$ cat src/rtl/nibble_serial_adder_ctrl_if.sv
// Request/result bus between a wide-operand producer and nibble_serial_adder_ctrl.
//   start        : request pulse (producer -> controller)
//   a, b, cin    : operands and carry-in, sampled when start is accepted
//   sub          : subtract select, present only with NIBBLE_SERIAL_SUB_EN
//   busy, done   : operation in progress / one-cycle completion pulse
//   sum, cout    : assembled result and final carry, held until the next start
// master = operand producer, slave = controller.
interface nibble_serial_adder_ctrl_if #(
    parameter int unsigned WIDTH = 16
);
    logic             start;
    logic [WIDTH-1:0] a;
    logic [WIDTH-1:0] b;
    logic             cin;
`ifdef NIBBLE_SERIAL_SUB_EN
    logic             sub;
`endif
    logic             busy;
    logic             done;
    logic [WIDTH-1:0] sum;
    logic             cout;

`ifdef NIBBLE_SERIAL_SUB_EN
    modport master (output start, a, b, cin, sub, input  busy, done, sum, cout);
    modport slave  (input  start, a, b, cin, sub, output busy, done, sum, cout);
`else
    modport master (output start, a, b, cin, input  busy, done, sum, cout);
    modport slave  (input  start, a, b, cin, output busy, done, sum, cout);
`endif
endinterface

$ cat src/rtl/nibble_serial_adder_ctrl.sv
// Sequences a WIDTH-bit add through a shared external 4-bit ripple-carry adder,
// one nibble per clock, LSB nibble first.
// Ports:
//   clk, rst_n   : rising-edge clock, asynchronous active-low reset
//   bus (slave)  : start/a/b/cin request, busy/done/sum/cout result
//   add_a/add_b  : operand nibbles to the 4-bit adder (0 outside RUN)
//   add_cin      : carry into the 4-bit adder (0 outside RUN)
//   add_sum/add_cout : combinational return from the 4-bit adder
// Optional feature macro: NIBBLE_SERIAL_SUB_EN adds bus.sub (A-B via ~B and carry-in 1).
// WIDTH must be a multiple of 4 and at least 4.
module nibble_serial_adder_ctrl #(
    parameter int unsigned WIDTH = 16
) (
    input  logic                        clk,
    input  logic                        rst_n,
    nibble_serial_adder_ctrl_if.slave   bus,
    output logic [3:0]                  add_a,
    output logic [3:0]                  add_b,
    output logic                        add_cin,
    input  logic [3:0]                  add_sum,
    input  logic                        add_cout
);
    localparam int unsigned NIB  = WIDTH / 4;
    localparam int unsigned IDXW = (NIB > 1) ? $clog2(NIB) : 1;
    localparam logic [IDXW-1:0] LAST_IDX = IDXW'(NIB - 1);

    typedef enum logic [1:0] {
        IDLE = 2'd0,
        RUN  = 2'd1,
        DONE = 2'd2
    } state_e;

    state_e            state_q,   state_d;
    logic [IDXW-1:0]   idx_q,     idx_d;
    logic              carry_q,   carry_d;
    logic [WIDTH-1:0]  a_q,       a_d;
    logic [WIDTH-1:0]  b_q,       b_d;
    logic [WIDTH-1:0]  sum_q,     sum_d;
    logic              cout_q,    cout_d;
    logic              busy_q,    busy_d;
    logic              done_q,    done_d;
    logic [3:0]        add_a_q,   add_a_d;
    logic [3:0]        add_b_q,   add_b_d;
    logic              add_cin_q, add_cin_d;

    // Next-state, datapath and output decode.
    always_comb begin
        state_d   = state_q;
        idx_d     = idx_q;
        carry_d   = carry_q;
        a_d       = a_q;
        b_d       = b_q;
        sum_d     = sum_q;
        cout_d    = cout_q;
        busy_d    = 1'b0;
        done_d    = 1'b0;
        add_a_d   = 4'h0;
        add_b_d   = 4'h0;
        add_cin_d = 1'b0;

        case (state_q)
            IDLE: begin
                if (bus.start) begin
                    a_d     = bus.a;
                    idx_d   = '0;
`ifdef NIBBLE_SERIAL_SUB_EN
                    // Subtract as A + ~B + 1; cin is ignored in that mode.
                    b_d     = bus.sub ? ~bus.b : bus.b;
                    carry_d = bus.sub | bus.cin;
`else
                    b_d     = bus.b;
                    carry_d = bus.cin;
`endif
                    state_d = RUN;
                end
            end
            RUN: begin
                sum_d[{idx_q, 2'b00} +: 4] = add_sum;
                carry_d = add_cout;
                idx_d   = idx_q + IDXW'(1);
                if (idx_q == LAST_IDX) begin
                    cout_d  = add_cout;
                    idx_d   = '0;
                    state_d = DONE;
                end
            end
            DONE: begin
                state_d = IDLE;
            end
            default: begin
                state_d = IDLE;
            end
        endcase

        // Outputs are registered, so decode them from the next-cycle values.
        busy_d = (state_d == RUN);
        done_d = (state_d == DONE);
        if (state_d == RUN) begin
            add_a_d   = a_d[{idx_d, 2'b00} +: 4];
            add_b_d   = b_d[{idx_d, 2'b00} +: 4];
            add_cin_d = carry_d;
        end
    end

    // State and datapath registers.
    always_ff @(posedge clk or negedge rst_n) begin
        if (!rst_n) begin
            state_q   <= IDLE;
            idx_q     <= '0;
            carry_q   <= 1'b0;
            a_q       <= '0;
            b_q       <= '0;
            sum_q     <= '0;
            cout_q    <= 1'b0;
            busy_q    <= 1'b0;
            done_q    <= 1'b0;
            add_a_q   <= 4'h0;
            add_b_q   <= 4'h0;
            add_cin_q <= 1'b0;
        end else begin
            state_q   <= state_d;
            idx_q     <= idx_d;
            carry_q   <= carry_d;
            a_q       <= a_d;
            b_q       <= b_d;
            sum_q     <= sum_d;
            cout_q    <= cout_d;
            busy_q    <= busy_d;
            done_q    <= done_d;
            add_a_q   <= add_a_d;
            add_b_q   <= add_b_d;
            add_cin_q <= add_cin_d;
        end
    end

    assign bus.busy = busy_q;
    assign bus.done = done_q;
    assign bus.sum  = sum_q;
    assign bus.cout = cout_q;
    assign add_a    = add_a_q;
    assign add_b    = add_b_q;
    assign add_cin  = add_cin_q;

endmodule

$ cat src/flat_wrapper.sv
// flat-port wrapper written by rule: the top's interface ports become plain ports
module nibble_serial_adder_ctrl_flat 
#(
    parameter int unsigned WIDTH = 16
)
  (clk, rst_n, add_a, add_b, add_cin, add_sum, add_cout, bus_start, bus_a, bus_b, bus_cin, bus_busy, bus_done, bus_sum, bus_cout);
  nibble_serial_adder_ctrl_if #(.WIDTH(WIDTH)) bus_i ();
  input  logic clk;
  input  logic rst_n;
  output logic [3:0] add_a;
  output logic [3:0] add_b;
  output logic add_cin;
  input  logic [3:0] add_sum;
  input  logic add_cout;
  input wire logic [$bits(bus_i.start)-1:0] bus_start;
  input wire logic [$bits(bus_i.a)-1:0] bus_a;
  input wire logic [$bits(bus_i.b)-1:0] bus_b;
  input wire logic [$bits(bus_i.cin)-1:0] bus_cin;
  output wire logic [$bits(bus_i.busy)-1:0] bus_busy;
  output wire logic [$bits(bus_i.done)-1:0] bus_done;
  output wire logic [$bits(bus_i.sum)-1:0] bus_sum;
  output wire logic [$bits(bus_i.cout)-1:0] bus_cout;
  assign bus_i.start = bus_start;
  assign bus_i.a = bus_a;
  assign bus_i.b = bus_b;
  assign bus_i.cin = bus_cin;
  assign bus_busy = bus_i.busy;
  assign bus_done = bus_i.done;
  assign bus_sum = bus_i.sum;
  assign bus_cout = bus_i.cout;
  nibble_serial_adder_ctrl #(.WIDTH(WIDTH)) u_core (.clk(clk), .rst_n(rst_n), .bus(bus_i), .add_a(add_a), .add_b(add_b), .add_cin(add_cin), .add_sum(add_sum), .add_cout(add_cout));
endmodule
$ cat config.mk
export PLATFORM = sky130hd
export DESIGN_NAME = nibble_serial_adder_ctrl_flat
export DESIGN_NICKNAME = d
export VERILOG_FILES = /design/src/rtl/nibble_serial_adder_ctrl_if.sv /design/src/rtl/nibble_serial_adder_ctrl.sv /design/src/flat_wrapper.sv
export SDC_FILE = /design/constraint.sdc
export NUM_CORES = 1
export LEC_CHECK = 0
export ABC_AREA = 1
export CAP_MARGIN = 10
export CORE_MARGIN = 2
export CORE_UTILIZATION = 45
export CTS_BUF_LIST = sky130_fd_sc_hd__clkbuf_16
export DETAILED_ROUTE_END_ITERATION = 7
export GPL_ROUTABILITY_DRIVEN = 0
export PLACE_DENSITY = 0.69
export SYNTH_ARGS = -nofsm -noshare
export SYNTH_HDL_FRONTEND = slang
export SYNTH_SLANG_ARGS = --single-unit
$ cat constraint.sdc
create_clock -name clk -period 2.3 [get_ports clk]
set_input_delay 0.46 -clock clk [delete_from_list [all_inputs] [get_ports clk]]
set_output_delay 0.46 -clock clk [all_outputs]
set_load 0.1 [all_outputs]
---- Word level (Yosys, flattened, before mapping) ----
Index checks and enable logic that the tools add are counted.
word-level totals
  bits in registers ....................... 65
  input bits .............................. 41
  output and inout port bits .............. 28
  logic and storage cells ................. 40
cells by class
  add/sub/neg operators ................... 2
  eq/ne operators ......................... 4
  shift operators ......................... 4
  multiplexer cells ....................... 16
  reductions and logical operators ........ 2
operator list
  kind                      number
  $mux W16                  4
  $shiftx A16 B5 Y4         2
  $bwmux W16                1
  $shift A4 B6 Y16 const A  1
  $shiftx A4 B6 Y16         1
  $mux W2                   4
  $mux W4                   2
  $pmux W2 S2               2
  $neg A4 Y6                1
  $eq A2 B1 Y1 const B      2
  $eq A2 B2 Y1 const B      2
  $add A2 B1 Y2 const B     1
  $logic_not A2 Y1          1
  $mux W1                   2
  $pmux W1 S2               1
  $reduce_and A2 Y1         1

---- Depth between registers and ports, before layout ----
Gate-level depths: netlist (run 1).
  depth in word-level cells ............... 5
  gate-level depth with buffers ........... 10
  mapped depth without buffers ............ 9

---- Least setup slack after synthesis (run 1) ----
OpenSTA, ideal clock, no wires.
  path type ............................... reg-to-reg
  from .................................... register u_core.idx_q[0]
  to ...................................... register u_core.add_a_q[3] (netlist: u_core.add_a[3])
  library setup time ...................... 0.117 ns
  arrival time ............................ 1.695 ns
  data required time ...................... 2.183 ns
  setup slack ............................. 0.488 ns
  cell stages (with the launch flop) ...... 9
  buffers on the path ..................... 1
  period minus slack after synthesis ...... 1.812 ns
  cells stage by stage .................... dfrtp_1 > buf_2 > clkinv_1 > ha_1 > inv_1 > a21oi_4 > nand2_1 > nor2_1 > nor2_1
on the way
  longest elaborated chain between the ends .. 5
  elaborated cells on any way between the ends .. 10
  those cells by class .................... add/sub: 1; eq/ne: 2; shift: 1; mux: 6
ends and longest elaborated chain
  what                                           line                                                            RTL
  start: declaration                             nibble_serial_adder_ctrl.sv:34                                  logic [IDXW-1:0] idx_q, idx_d;
  start signal: assignment                       nibble_serial_adder_ctrl.sv:122                                 idx_q <= idx_d;
  $add A2 B1 Y2 or $eq A2 B2 Y1 (tied branches)  nibble_serial_adder_ctrl.sv:80, nibble_serial_adder_ctrl.sv:81
  $mux W2 *                                      nibble_serial_adder_ctrl.sv:81                                  if (idx_q == LAST_IDX) begin
  $pmux W2 S2 *                                  nibble_serial_adder_ctrl.sv:61                                  case (state_q)
  named net u_core.idx_d[1]                      nibble_serial_adder_ctrl.sv:34
  $shiftx A16 B5 Y4 *                            nibble_serial_adder_ctrl.sv:99                                  add_a_d = a_d[{idx_d, 2'b00} +: 4];
  $mux W4 *                                      nibble_serial_adder_ctrl.sv:98                                  if (state_d == RUN) begin
  named net u_core.add_a_d[3]                    nibble_serial_adder_ctrl.sv:42                                  logic [3:0] add_a_q, add_a_d;
  end signal: assignment                         nibble_serial_adder_ctrl.sv:117                                 add_a_q <= 4'h0;
  end signal: assignment                         nibble_serial_adder_ctrl.sv:130                                 add_a_q <= add_a_d;
  end: declaration                               nibble_serial_adder_ctrl.sv:42
The timed path passes the listed nets; every way through them passes the cells marked *.
A chain may end at the register's enable or synchronous reset.

---- Final worst setup path (run 1) ----
  from .................................... register u_core.state_q[1]
  to ...................................... register u_core.add_a_q[2] (netlist: u_core.add_a[2])
on the way
  longest elaborated chain between the ends .. 4
  elaborated cells on any way between the ends .. 10
  those cells by class .................... eq/ne: 2; shift: 1; mux: 6; reduce/logical: 1
ends and longest elaborated chain
  what                                              line                             RTL
  start: declaration                                nibble_serial_adder_ctrl.sv:33   state_e state_q, state_d;
  start signal: assignment                          nibble_serial_adder_ctrl.sv:121  state_q <= state_d;
  $eq A2 B1 Y1 or $logic_not A2 Y1 (tied branches)  nibble_serial_adder_ctrl.sv:61
  $pmux W2 S2 *                                     nibble_serial_adder_ctrl.sv:61
  named net u_core.idx_d[1]                         nibble_serial_adder_ctrl.sv:34
  $shiftx A16 B5 Y4 *                               nibble_serial_adder_ctrl.sv:99
  $mux W4 *                                         nibble_serial_adder_ctrl.sv:98
  named net u_core.add_a_d[2]                       nibble_serial_adder_ctrl.sv:42
Marked as above.

==> results of run 1 <==
## layer usage
| layer | share of wire | global-route usage | vias up |
|---|---|---|---|
| met2 | 0.46 | 0.303 | 71 |
| li1 | - | - | 1320 |
| met1 | 0.48 | 0.294 | 1188 |
| met3 | 0.053 | 0.0529 | 5 |
| met5 | 0 | 0 | - |
| met4 | 0.0068 | 0.0664 | 0 |
## cell usage in the layout (no fill, tap or decap), types with 2 or more instances in the layout
| master | Yosys | final |
|---|---|---|
| sky130_fd_sc_hd__nor2_1 | 31 | 31 |
| sky130_fd_sc_hd__clkinv_2 | 0 | 5 |
| sky130_fd_sc_hd__inv_2 | 3 | 3 |
| sky130_fd_sc_hd__nand4_1 | 10 | 10 |
| sky130_fd_sc_hd__clkdlybuf4s50_1 | 0 | 39 |
| sky130_fd_sc_hd__ha_1 | 6 | 6 |
| sky130_fd_sc_hd__nand2_2 | 2 | 2 |
| sky130_fd_sc_hd__nand3_1 | 26 | 26 |
| sky130_fd_sc_hd__buf_4 | 5 | 38 |
| sky130_fd_sc_hd__o21ai_0 | 24 | 24 |
| sky130_fd_sc_hd__a21oi_1 | 2 | 2 |
| sky130_fd_sc_hd__clkbuf_16 | 0 | 9 |
| sky130_fd_sc_hd__inv_1 | 39 | 39 |
| sky130_fd_sc_hd__dfrtp_1 | 65 | 65 |
| sky130_fd_sc_hd__nand2_1 | 140 | 140 |
| sky130_fd_sc_hd__o21ai_1 | 4 | 4 |
## metrics by stage
stage	worst slack [ps]	utilization	cells
finish	489	0.618	529
global route	360	0.618	529
CTS	504	0.618	529
detailed placement	283	0.579	515
global placement	305	0.579	515
floorplan	488	-	372
## layout make-up
cell class,count,area share
clock buffers,9,0.0567
multi-input cells,252,0.291
flip-flops and latches,65,0.410
inverters,43,0.0406
repair buffers,78,0.171
well taps,77,0.0243
clock inverters,5,0.00630
## critical path, stage by stage (launching register included)
cell and delay, ps:
sky130_fd_sc_hd__dfrtp_1 450, sky130_fd_sc_hd__inv_2 140, sky130_fd_sc_hd__nand2_2 240, sky130_fd_sc_hd__nand2_1 190, sky130_fd_sc_hd__nand2_1 100, sky130_fd_sc_hd__a21oi_4 290, sky130_fd_sc_hd__nand2_1 120, sky130_fd_sc_hd__nor2_1 110
sky130_fd_sc_hd__nor2_1 60
## worst paths after layout
| path | from | end | slack (ps) | cells after the start |
|---|---|---|---|---|
| hold / removal | rst_n | u_core.bus.sum[7]$_DFFE_PN0P_ | 140 | 2 |
| max in group asynchronous | rst_n | u_core.b_q[14]$_DFF_PN0_ | 1740 | 2 |
| hold reg to reg | u_core.b_q[1]$_DFF_PN0_ | u_core.b_q[1]$_DFF_PN0_ | 470 | 2 |
| setup reg to reg | u_core.state_q[1]$_DFF_PN0_ | u_core.add_a[2]$_DFF_PN0_ | 490 | 8 |
| setup / recovery | u_core.state_q[1]$_DFF_PN0_ | u_core.add_a[2]$_DFF_PN0_ | 490 | 8 |
| min in group clk | u_core.b_q[1]$_DFF_PN0_ | u_core.b_q[1]$_DFF_PN0_ | 470 | 2 |
## kinds of logic (layout without fill, tap and decap cells)
group | Yosys count | in the layout | synth area share
adders and majority gates | 6 | 6 | 0.0249
DFF | 65 | 65 | 0.540
AOI/OAI and AO/OA | 33 | 33 | 0.0619
muxes | 1 | 1 | 0.00374
and+or+nand+nor | 212 | 212 | 0.293
buffers and inverters | 55 | 135 | 0.0768
## state kept, by name, summed over array words and instances, names as in the netlist
signal	cells
u_core.a_q	16
u_core.b_q	16
u_core.bus.sum	16
u_core.add_a	4
u_core.add_b	4
u_core.idx_q	2
u_core.state_q	2
u_core.add_cin	1
u_core.bus.busy	1
u_core.bus.cout	1
u_core.bus.done	1
u_core.carry_q	1
==> summary.md, run 1 <==
| Metric | Value |
|---|---|
| Filler Cell Count | `595` |
| Worst-Margin Slew | `just over 500 ps` |
| Htree depth | `3` |
| WP data required | `2510 ps` |
| Biggest fanout along the worst timing path | `24` |
| Data arrival time of the critical path | `~2000 ps` |
| Crit share post-route | `0.787` |
| Die W | `85.8 µm` |
| Fraction of post-synthesis cell area in the top cell type by area | `0.540` |
| Count of vias placed by the detailed router | `2584` |
| Final period demand of the worst path | `1810 ps` |
| Most used standard cells in the synthesized netlist | `140 x sky130_fd_sc_hd__nand2_1, 65 x sky130_fd_sc_hd__dfrtp_1, 39 x sky130_fd_sc_hd__inv_1` |
| # diodes | `0` |
| Global-route wire length before repair | `11500 µm` |
| Largest net degree at the start of global routing | `41` |
| Antenna violations before repair | `0` |
| Post-synthesis net count | `419` |
| Slew Limit Headroom | `0.663` |
| Syn Area/Cell | `8.10 µm²` |
| Number of buffer cells added on primary ports | `slightly below 70` |
| Clk sinks | `65` |
| Sequential cell area | `between 1500 and 2000 µm²` |
| Total cell area at the placement stage | `3720 µm²` |
| Final-report max-slew violation count | `0` |
| Critical path endpoint category | `register` |
| Post-synth EDFFs | `0` |
| Area overhead of the layout relative to synthesis | `31.8%` |
| CTS tree | `built` |
| Yosys warning total | `0` |
| Via-per-instance ratio | `4.88` |
| Gate count after technology mapping | `between 300 and 400` |
| Share of flip-flops with an asynchronous set or reset after synthesis | `1.00` |
| Layout Cell Area excl Fill | `3970 µm²` |
| Main flop type after synthesis | `sky130_fd_sc_hd__dfrtp_1` |
| Chip Height | `around 86 µm` |
| Clock network latency to the later pin of the worst-skew pair | `320 ps` |
| Wire per inst | `approximately 13 µm` |
| First-pass DRT Iterations | `8` |
| Total die area | `7370 µm²` |
| Area of the mapped netlist | `3010 µm²` |
| Antenna violation net count after detailed routing | `0` |
| Area of the multi-input gates | `1160 µm²` |
| Final Hold Viols | `0` |
| Maximum clock frequency | `~550 MHz` |
| DRC errors left | `5` |
| Master cell of the clock root buffer | `sky130_fd_sc_hd__clkbuf_16` |
| Top cells by area in the synthesized netlist | `sky130_fd_sc_hd__dfrtp_1 54%, sky130_fd_sc_hd__nand2_1 17%, sky130_fd_sc_hd__inv_1 4.9%` |
| Clock buffers created by TritonCTS | `9` |
| Outcome | `complete, but fails checks` |
| Half-perimeter wire length after placement | `5190 µm` |
| Final worst hold slack | `136 ps` |
| Share of the yosys chip area belonging to registers | `0.540` |
| Clock slew at reported path FFs | `50 ps` |
| Count of nets after finishing | `496` |
| Deepest clock path buffer count | `2` |
| Number of hold buffers added after CTS | `0` |
| Hold crit path type | `primary input to async pin` |
| Core Footprint | `6420 µm²` |
| Grt total ovfl | `0` |
| Top-count cell post-synth | `sky130_fd_sc_hd__nand2_1` |
| Element type at the critical path start | `register` |
| Ratio of cells with drive above 1 in the final layout | `0.139` |
| Wire length reported by the detailed router | `7090 µm` |
| Max-cap violations | `0` |
| Post-synth top area cell | `sky130_fd_sc_hd__dfrtp_1` |
| Worst setup path class | `register to register` |
| Setup repair after global routing missed its margin | `false` |
| Total negative slack | `0 ps` |
| Post-CTS Resized | `0` |
| Global-route total usage across every layer | `0.204` |
| Vias in the first global route | `2386` |
| Starting density of the core | `0.469` |
| Site row count | `29` |
| Final count of negative-setup-slack endpoints | `0` |
| Cell variety after synth | `23` |
| Clk_skew | `4.38 ps` |
| Number of primary I/O pins | `69` |
| Count of buffers added by post-CTS timing repair for setup | `0` |
| Violations in the final reports | `design-rule violations` |
| Post-synthesis sequential element count | `between 60 and 70` |
| Starting DRT DRC Count | `161` |
Power of run 1 is left out: the tool's default activity adds up to more than one toggle a clock period on the data nets, which glitch-free logic cannot reach.
==> run 2, diff against run 1 <==
==> constraint.sdc (replaced) <==
create_clock -name clk -period 1.7 [get_ports clk]
set_input_delay 0.34 -clock clk [delete_from_list [all_inputs] [get_ports clk]]
set_output_delay 0.34 -clock clk [all_outputs]
set_load 0.1 [all_outputs]
==> run 2 against run 1 <==
Via count grew 3.3%. Sequential share of layout area is 5.4 points lower. The flow still finishes with violations (design-rule violations). First-iteration DRC count grew 13%.
==> summary.md, run 2 (same netlist as run 1, synthesis figures left out) <==
| Metric | Value |
|---|---|
| Antenna violation net count after detailed routing | `0` |
| Vias in the first global route | `approximately 2700` |
| Die W | `85.8 µm` |
| Crit share post-route | `0.952` |
| Wire length reported by the detailed router | `7680 µm` |
| Count of vias placed by the detailed router | `2669` |
| Most frequent standard cell in the layout excluding fill and tap cells | `sky130_fd_sc_hd__nand2_1` |
| Clock slew at reported path FFs | `60 ps` |
| Ratio of cells with drive above 1 in the final layout | `0.171` |
| Htree depth | `3` |
| Global-route wire length before repair | `13000 µm` |
| Area overhead of the layout relative to synthesis | `51.8%` |
| Clk sinks | `65` |
| CTS tree | `built` |
| Max-cap violations | `0` |
| Post-layout utilization of the core | `0.712` |
| Biggest fanout along the worst timing path | `5` |
| Maximum clock frequency | `between 600 and 700 MHz` |
| Final count of negative-setup-slack endpoints | `0` |
| Clock buffers created by TritonCTS | `9` |
| Number of buffer cells added on primary ports | `between 60 and 70` |
| Filler Cell Count | `449` |
| Clk_skew | `approximately 6.3 ps` |
| First-pass DRT Iterations | `8` |
| Deepest clock path buffer count | `2` |
| Starting DRT DRC Count | `182` |
| Antenna violations before repair | `0` |
| Total die area | `7370 µm²` |
| DRC errors left | `5` |
| Largest net degree at the start of global routing | `66` |
| Via-per-instance ratio | `4.94` |
| Data arrival time of the critical path | `1840 ps` |
| Outcome | `complete, but fails checks` |
| WP data required | `around 1900 ps` |
| # diodes | `0` |
| Worst setup path class | `register to register` |
| Count of nets after finishing | `505` |
| Launching point of the worst reg2reg path | `u_core.idx_q[1]$_DFF_PN0_` |
| Non-filler instance count after layout | `540` |
| Half-perimeter wire length after placement | `5080 µm` |
| Number of primary I/O pins | `between 60 and 70` |
| Element type at the critical path start | `register` |
| Master cell of the clock root buffer | `sky130_fd_sc_hd__clkbuf_16` |
| Site row count | `29` |
| Wire per inst | `14.2 µm` |
| Final-report max-slew violation count | `0` |
| Global-route total usage across every layer | `0.227` |
| Launch point of the critical path | `u_core.idx_q[1]$_DFF_PN0_` |
| Critical path endpoint category | `register` |
| Final period demand of the worst path | `1620 ps` |
| Worst-case setup slack after placement | `-147 ps` |
| Core Footprint | `6420 µm²` |
| Clock network latency to the later pin of the worst-skew pair | `about 330 ps` |
| Slew Limit Headroom | `0.737` |
| Hold crit path type | `primary input to async pin` |
| Chip Height | `85.8 µm` |
| Violations in the final reports | `design-rule violations` |
| Grt total ovfl | `0` |
| Placed cells | `520` |
| Final worst hold slack | `16.7 ps` |
| Final Hold Viols | `0` |
| Worst-Margin Slew | `a little under 400 ps` |
| Top library cells by usage in the layout, fill and taps aside | `140 x sky130_fd_sc_hd__nand2_1, 65 x sky130_fd_sc_hd__dfrtp_1, 39 x sky130_fd_sc_hd__clkdlybuf4s50_1, 38 x sky130_fd_sc_hd__inv_1, 33 x sky130_fd_sc_hd__buf_12` |
| Min setup slack post-route | `82.1 ps` |
| Starting density of the core | `0.469` |
[run 2: layout make-up]
class | instances | area (µm²) | area share
Clock inverter | 7 | 119 | 0.0260
Timing Repair Buffer | 87 | 1160 | 0.254
Clock buffer | 9 | 225 | 0.0492
Multi-Input combinational cell | 252 | 1180 | 0.259
Sequential cell | 65 | 1630 | 0.355
Tap cell | 77 | 96.3 | 0.0211
Inverter | 43 | 163 | 0.0355
[run 2: routing by layer]
| layer | share of wire | GRT usage |
|---|---|---|
| met5 | 0 | 0 |
| met2 | 0.48 | 0.362 |
| met4 | 0.012 | 0.0880 |
| met1 | 0.44 | 0.301 |
| met3 | 0.062 | 0.0558 |
[run 2: final timing paths]
path | endpoint | slack, ps | cells past startpoint
max | u_core.add_b[3]$_DFF_PN0_ | 80 | 8
min | u_core.bus.sum[15]$_DFFE_PN0P_ | 20 | 2
max reg2reg | u_core.add_b[3]$_DFF_PN0_ | 80 | 8
min reg2reg | u_core.a_q[2]$_DFF_PN0_ | 480 | 2
max in group asynchronous | u_core.a_q[9]$_DFF_PN0_ | 1400 | 2
min in group clk | u_core.a_q[2]$_DFF_PN0_ | 480 | 2
[run 2: worst max-delay path, stage by stage, from the launching register on]
cell and delay [ps]:
sky130_fd_sc_hd__dfrtp_1 410, sky130_fd_sc_hd__inv_1 110, sky130_fd_sc_hd__ha_4 320, sky130_fd_sc_hd__inv_1 120
sky130_fd_sc_hd__a21oi_4 180, sky130_fd_sc_hd__buf_4 160, sky130_fd_sc_hd__nand2_1 50, sky130_fd_sc_hd__nor2_1 90
sky130_fd_sc_hd__nor2_1 50
[run 2: repair_timing]
| item | CTS | global route |
|---|---|---|
| resized for setup | 2 | 4 |
| setup endpoints to repair | 2 | 14 |
| hold buffers | 0 | 0 |
| setup buffers | 2 | 2 |
| pin swaps | 1 | 0 |
[run 2: stage by stage]
stage / cell area (µm²) / TNS (ps)
after detailed placement: 4170 / -896
final: 4580 / 0
after floorplan: 3020 / 0
after global placement: 4170 / -633
after CTS: 4540 / 0
after global routing: 4580 / -13.5
Power of run 2 is left out for the same reason.
==> run 3, diff against run 2 <==
--- a/config.mk
+++ b/config.mk
@@ -10,6 +10,7 @@
 export CORE_MARGIN = 2
 export CORE_UTILIZATION = 45
 export CTS_BUF_LIST = sky130_fd_sc_hd__clkbuf_16
+export CTS_CLUSTER_SIZE = 8
 export DETAILED_ROUTE_END_ITERATION = 7
 export GPL_ROUTABILITY_DRIVEN = 0
 export PLACE_DENSITY = 0.69
==> results of run 3 <==
The final DEF is identical to that of run 2; final timing and power are the same.
Power of run 3 is left out for the same reason.
